### src/rtl/if_pkg.sv
// Shared types and constants for the instruction fetch stage.
// No logic lives here.
// No flow control lives here.
package if_pkg;

    localparam logic [31:0] INSTR_NOP = 32'h0000_0000;
    localparam logic [31:0] PC_STEP   = 32'd4;

    // One buffered fetch: the instruction word and the address it came from.
    typedef struct packed {
        logic [31:0] instr;
        logic [31:0] pc;
    } fetch_entry_t;

endpackage

### src/rtl/fetch_queue.sv
// Purpose: synchronous FIFO of fetch_entry_t between the PC/IMEM read and decode.
// Latency: an entry pushed at edge N is visible on head after edge N.
// Backpressure: the caller never pushes when full without popping; flush wins over push/pop.
module fetch_queue
    import if_pkg::*;
#(
    parameter int DEPTH = 2
) (
    input  logic                         clk,
    input  logic                         rst_n,
    input  logic                         push,
    input  fetch_entry_t                 push_entry,
    input  logic                         pop,
    input  logic                         flush,
    output fetch_entry_t                 head,
    output logic [$clog2(DEPTH+1)-1:0]   count
);

    localparam int PTR_W = $clog2(DEPTH);
    localparam int CNT_W = $clog2(DEPTH + 1);

    fetch_entry_t        mem [DEPTH];
    logic [PTR_W-1:0]    wr_ptr;
    logic [PTR_W-1:0]    rd_ptr;

    // Storage array carries no reset; only entries below count are ever observed.
    always_ff @(posedge clk) begin
        if (push && !flush) begin
            mem[wr_ptr] <= push_entry;
        end
    end

    // Pointer and occupancy bookkeeping; DEPTH is a power of two so pointers wrap naturally.
    always_ff @(posedge clk) begin
        if (!rst_n || flush) begin
            wr_ptr <= '0;
            rd_ptr <= '0;
            count  <= '0;
        end else begin
            if (push) begin
                wr_ptr <= wr_ptr + PTR_W'(1);
            end
            if (pop) begin
                rd_ptr <= rd_ptr + PTR_W'(1);
            end
            case ({push, pop})
                2'b10:   count <= count + CNT_W'(1);
                2'b01:   count <= count - CNT_W'(1);
                default: count <= count;
            endcase
        end
    end

    assign head = mem[rd_ptr];

endmodule

### src/rtl/instr_fetch_unit.sv
// Purpose: owns the PC, reads combinational IMEM and hands {instr, pc, pc+4} to decode.
// Latency: one cycle from IMEM read to id_*; 1 instr/cycle sustained while id_ready is high.
// Backpressure: fetch stalls when the queue is full and decode is not dequeuing; redirect flushes.
module instr_fetch_unit
    import if_pkg::*;
#(
    parameter logic [31:0] RESET_PC    = 32'h0000_0000,
    parameter int          QUEUE_DEPTH = 2
) (
    input  logic        clk,
    input  logic        rst_n,
    output logic [31:0] imem_addr,
    input  logic [31:0] imem_instr,
    input  logic        redirect_valid,
    input  logic [31:0] redirect_pc,
    output logic        id_valid,
    input  logic        id_ready,
    output logic [31:0] id_instr,
    output logic [31:0] id_pc,
    output logic [31:0] id_pc_plus4,
    output logic        align_err
);

    localparam int CNT_W = $clog2(QUEUE_DEPTH + 1);

    logic [31:0]      pc;
    logic [CNT_W-1:0] count;
    fetch_entry_t     head;
    fetch_entry_t     new_entry;
    logic             deq;
    logic             fire;
    logic             not_empty;

    assign not_empty = (count != '0);
    assign id_valid  = not_empty && !redirect_valid;
    assign deq       = id_valid && id_ready;
    // A dequeue in the same cycle frees the slot, so a full queue still fetches.
    assign fire      = !redirect_valid && ((count < CNT_W'(QUEUE_DEPTH)) || deq);

    assign new_entry.instr = imem_instr;
    assign new_entry.pc    = pc;

    fetch_queue #(
        .DEPTH (QUEUE_DEPTH)
    ) u_fetch_queue (
        .clk        (clk),
        .rst_n      (rst_n),
        .push       (fire),
        .push_entry (new_entry),
        .pop        (deq),
        .flush      (redirect_valid),
        .head       (head),
        .count      (count)
    );

    // PC register: redirect reloads a word-aligned target, otherwise advance on each fetch.
    always_ff @(posedge clk) begin
        if (!rst_n) begin
            pc <= RESET_PC;
        end else if (redirect_valid) begin
            pc <= {redirect_pc[31:2], 2'b00};
        end else if (fire) begin
            pc <= pc + PC_STEP;
        end
    end

    // Misaligned-redirect flag: one-cycle pulse per offending redirect.
    always_ff @(posedge clk) begin
        if (!rst_n) begin
            align_err <= 1'b0;
        end else begin
            align_err <= redirect_valid && (redirect_pc[1:0] != 2'b00);
        end
    end

    assign imem_addr   = pc;
    assign id_instr    = not_empty ? head.instr : INSTR_NOP;
    assign id_pc       = not_empty ? head.pc : 32'h0;
    assign id_pc_plus4 = id_pc + PC_STEP;

endmodule

### config.mk
export PLATFORM = sky130hd
export DESIGN_NAME = instr_fetch_unit
export DESIGN_NICKNAME = d
export VERILOG_FILES = /design/src/rtl/if_pkg.sv /design/src/rtl/fetch_queue.sv /design/src/rtl/instr_fetch_unit.sv
export SDC_FILE = /design/constraint.sdc
export NUM_CORES = 1
export LEC_CHECK = 0
export CORE_MARGIN = 5
export CORE_UTILIZATION = 53
export CTS_CLUSTER_DIAMETER = 200
export CTS_CLUSTER_SIZE = 10
export DETAILED_ROUTE_END_ITERATION = 8
export MAX_ROUTING_LAYER = met4
export PLACE_DENSITY = 0.85
export SYNTH_ARGS = -nofsm -noshare
export SYNTH_HDL_FRONTEND = slang
export SYNTH_HIERARCHICAL = 1
export SYNTH_SLANG_ARGS = --single-unit
### constraint.sdc
create_clock -name clk -period 15.3 [get_ports clk]
set_clock_uncertainty 0.2 [all_clocks]
set_input_delay 3.06 -clock clk [delete_from_list [all_inputs] [get_ports clk]]
set_output_delay 3.06 -clock clk [all_outputs]
set_load 0.01 [all_outputs]
==> impl_results.md <==
- Average size of a mapped cell: 12.3 µm²
- DRC Markers: 0
- Crit path kind: in -> out
- Final worst path period share: 0.504
- Initial Util: 0.539
- Total track usage: 0.222
- Worst path most repeated cell: clkdlybuf4s50_1
- # rows: 44
- Area post-placement: 9880 µm²
- Final setup viols: 0
- Drt wl/cell: 18.8 µm
- HP Class: reg -> reg
- CORE AREA: 14,500 µm²
- Slew Limit Fails: 0
- Leakage: 3.51 nW
- Status: finished, final reports clean
- Post-route ant nets: 0
- Initial antenna violation count: 0
- Full die area: 17,300 µm²
- # fillers: 953
- PnR Total Power: 1.05 mW
- CP max FO: 32
- Clock Power Share: 0.391
- Post-Syn Instances: 636
- Reg2reg setup slack: 12.44 ns
- Post-DP HPWL: 13,300 µm
- Hold Violations, Final: 0
- Drt first-iter violations: 393
- Share of post-route cells with drive strength above 1: 0.139
- Largest net degree at the start of global routing: 65
- Die H: 132 µm
- CTS max path bufs: 2
- Clk sinks: 164
- Sequential Power Share: 0.494
- Post-CTS Setup Inserts: 0
- Worst skew pair latency: 0.43 ns
- Clock slew at reported path FFs: 0.07 ns
- # diodes: 0
- Switching Share: 0.250
- Power Internal: 784 µW
- Pwr Density: 100 nW/µm²
- Async SR Flop Fraction: 0
- Sequential fraction of the synthesis area: 0.583
- TritonCTS clock tree: yes
- Area added between synthesis and finish: 33.6%
- Total grt overflow: 0
- Synth Flop Type: edfxtp_1
- Resize count post-CTS: 0
- Seq cells post-synth: 164
- Synth warnings: 6
- Delay-heaviest family, CP: buffers and inverters
- Smallest hold slack: 0.335 ns
- P_sw: 262 µW
- Setup crit start kind: primary input
- Most frequent cells in the layout: 195 x clkdlybuf4s50_1, 128 x edfxtp_1, 65 x mux2_2
- EDFF count, synth: 128
- Design area: 10,500 µm²
- WP buf/inv: 3
- Achievable Freq: 130 MHz
- WP data arrival: 4.46 ns
- DRT Pass-1 Iters: 5
- Routed vias: 5,899
- Crit end category: output port
- Commonest non-fill, non-tap cell in the layout: clkdlybuf4s50_1
- RSZ-0062 raised after global routing: false
- Critical path's slowest cell: clkdlybuf4s50_1
- CTS root buffer: clkbuf_16
- Post-synth cell types: 53
- Setup TNS: 0 ns
- Fin crit period: 7.72 ns
- Worst Path Required: 12.04 ns
- Maximum vdd drop: 0.0000799 V
- Logic pwr share: 0.115
- H-tree levels: 4
- Port Buffers: 195
- Slew @ Worst Pin: 1.12 ns
- Max Cap Violations: 0
- Total CTS buffers: 17
- Die Span X: 132 µm
- Rel. slew slack: 0.251
- # nets final: 893
- Final WL: 19,200 µm
- GP Congestion: 0.873
- Vias in the first global route: 5,954
- IO Count: 198
- DR vias/cell: 5.79
- Cts hold-fix bufs: 0
- Crit path largest cell delay: 0.50 ns
- Crit-path cells: clkdlybuf4s50_1 -> buf_4 -> nor2_1 -> clkdlybuf4s50_1
- Synthesized cell area: 7830 µm²
- First-pass GRT wire length: 30,400 µm
## worst reg2reg max path, stage by stage (launching register included)
cell     delay [ns]
dfxtp_1        0.84
or2_2          0.26
buf_4          0.43
and3_1         0.28
ha_1           0.28
or3_1          0.37
a21oi_1        0.14
## cell families (layout without fill, tap and decap cells)
kind of cell | count (synthesis) | count (layout) | synth area share
xor+xnor | 39 | 39 | 0.0436
other cells | 1 | 6 | 0.000479
buf+inv | 58 | 252 | 0.0372
compound gates | 93 | 93 | 0.0762
mux | 65 | 65 | 0.0935
simple gates | 213 | 213 | 0.161
flops | 164 | 164 | 0.583
fa+ha+maj | 3 | 3 | 0.00480
## metrics by stage
stage / utilization / worst slack [ns] / instances
floorplan: - / 6.40 / 641
global placement: 0.679 / 7.60 / 987
detailed placement: 0.679 / 7.58 / 987
CTS: 0.720 / 7.58 / 1019
global route: 0.720 / 7.51 / 1019
finish: 0.720 / 7.58 / 1019
## Yosys cell counts (all sizes together) (2+ instances only)
cell type | instances | area, µm²
and4 | 5 | 43.8
o211ai | 3 | 22.5
a21oi | 10 | 50.1
o21ai | 38 | 190
nor4 | 9 | 68.8
a311oi | 4 | 35.0
o211a | 4 | 40.0
nand2b | 6 | 37.5
buf | 14 | 125
xnor2 | 32 | 280
a31oi | 11 | 68.8
inv | 16 | 60.1
or2 | 3 | 18.8
a2111o | 2 | 22.5
nor2b | 5 | 31.3
nor3 | 8 | 40.0
and3 | 8 | 50.1
edfxtp | 128 | 3840
nand2 | 24 | 90.1
or3 | 5 | 31.3
xor2 | 7 | 61.3
nor3b | 4 | 30.0
ha | 3 | 37.5
nand3 | 24 | 120
nand4 | 24 | 165
clkbuf | 27 | 103
dfxtp | 36 | 721
a211oi | 5 | 37.5
and2 | 56 | 350
or4 | 11 | 86.3
o31ai | 9 | 67.6
mux2 | 65 | 732
nor2 | 17 | 63.8
## final timing paths
kind,start,end,cells after the start
worst max-delay path,redirect_valid,id_valid,4
worst min-delay path,imem_addr[31]$_SDFFE_PN0P_,u_fetch_queue/mem[0][31]$_DFFE_PP_,0
worst max register to register,u_fetch_queue/count[1]$_SDFFE_PP0P_,u_fetch_queue/count[1]$_SDFFE_PP0P_,6
worst min register to register,imem_addr[31]$_SDFFE_PN0P_,u_fetch_queue/mem[0][31]$_DFFE_PP_,0
## layer usage
metal / GRT usage / wire length (µm)
met1: 0.289 / 8310
met2: 0.351 / 9190
met4: 0.0800 / 393
met5: - / 0
met3: 0.0420 / 1270
## registers in the layout (all words and copies together) (netlist names), named ones only
register	count
u_fetch_queue/wr_ptr	1
align_err	1
imem_addr	30
u_fetch_queue/count	2
u_fetch_queue/mem	128
u_fetch_queue/rd_ptr	1
## final cells by class
type,instances,area [µm²],share of cell area
multi-input cells,419,3000,0.287
clock buffers,17,425,0.0407
repair buffers,203,2010,0.192
well taps,184,230,0.0220
inverters,17,63.8,0.00610
flip-flops and latches,164,4570,0.437
clock inverters,15,158,0.0151
## power groups by stage
| stage | registers [mW] | clock network [mW] | logic (mW) |
|---|---|---|---|
| 2_1_floorplan | 0.523 | 0 | 0.0535 |
| 3_3_place_gp | 0.524 | 0 | 0.117 |
| 3_5_place_dp | 0.526 | 0 | 0.120 |
| 4_1_cts | 0.516 | 0.416 | 0.121 |
| 5_1_grt | 0.519 | 0.436 | 0.129 |
| 6_report | 0.517 | 0.410 | 0.120 |
(Power assumes the default switching activity.)
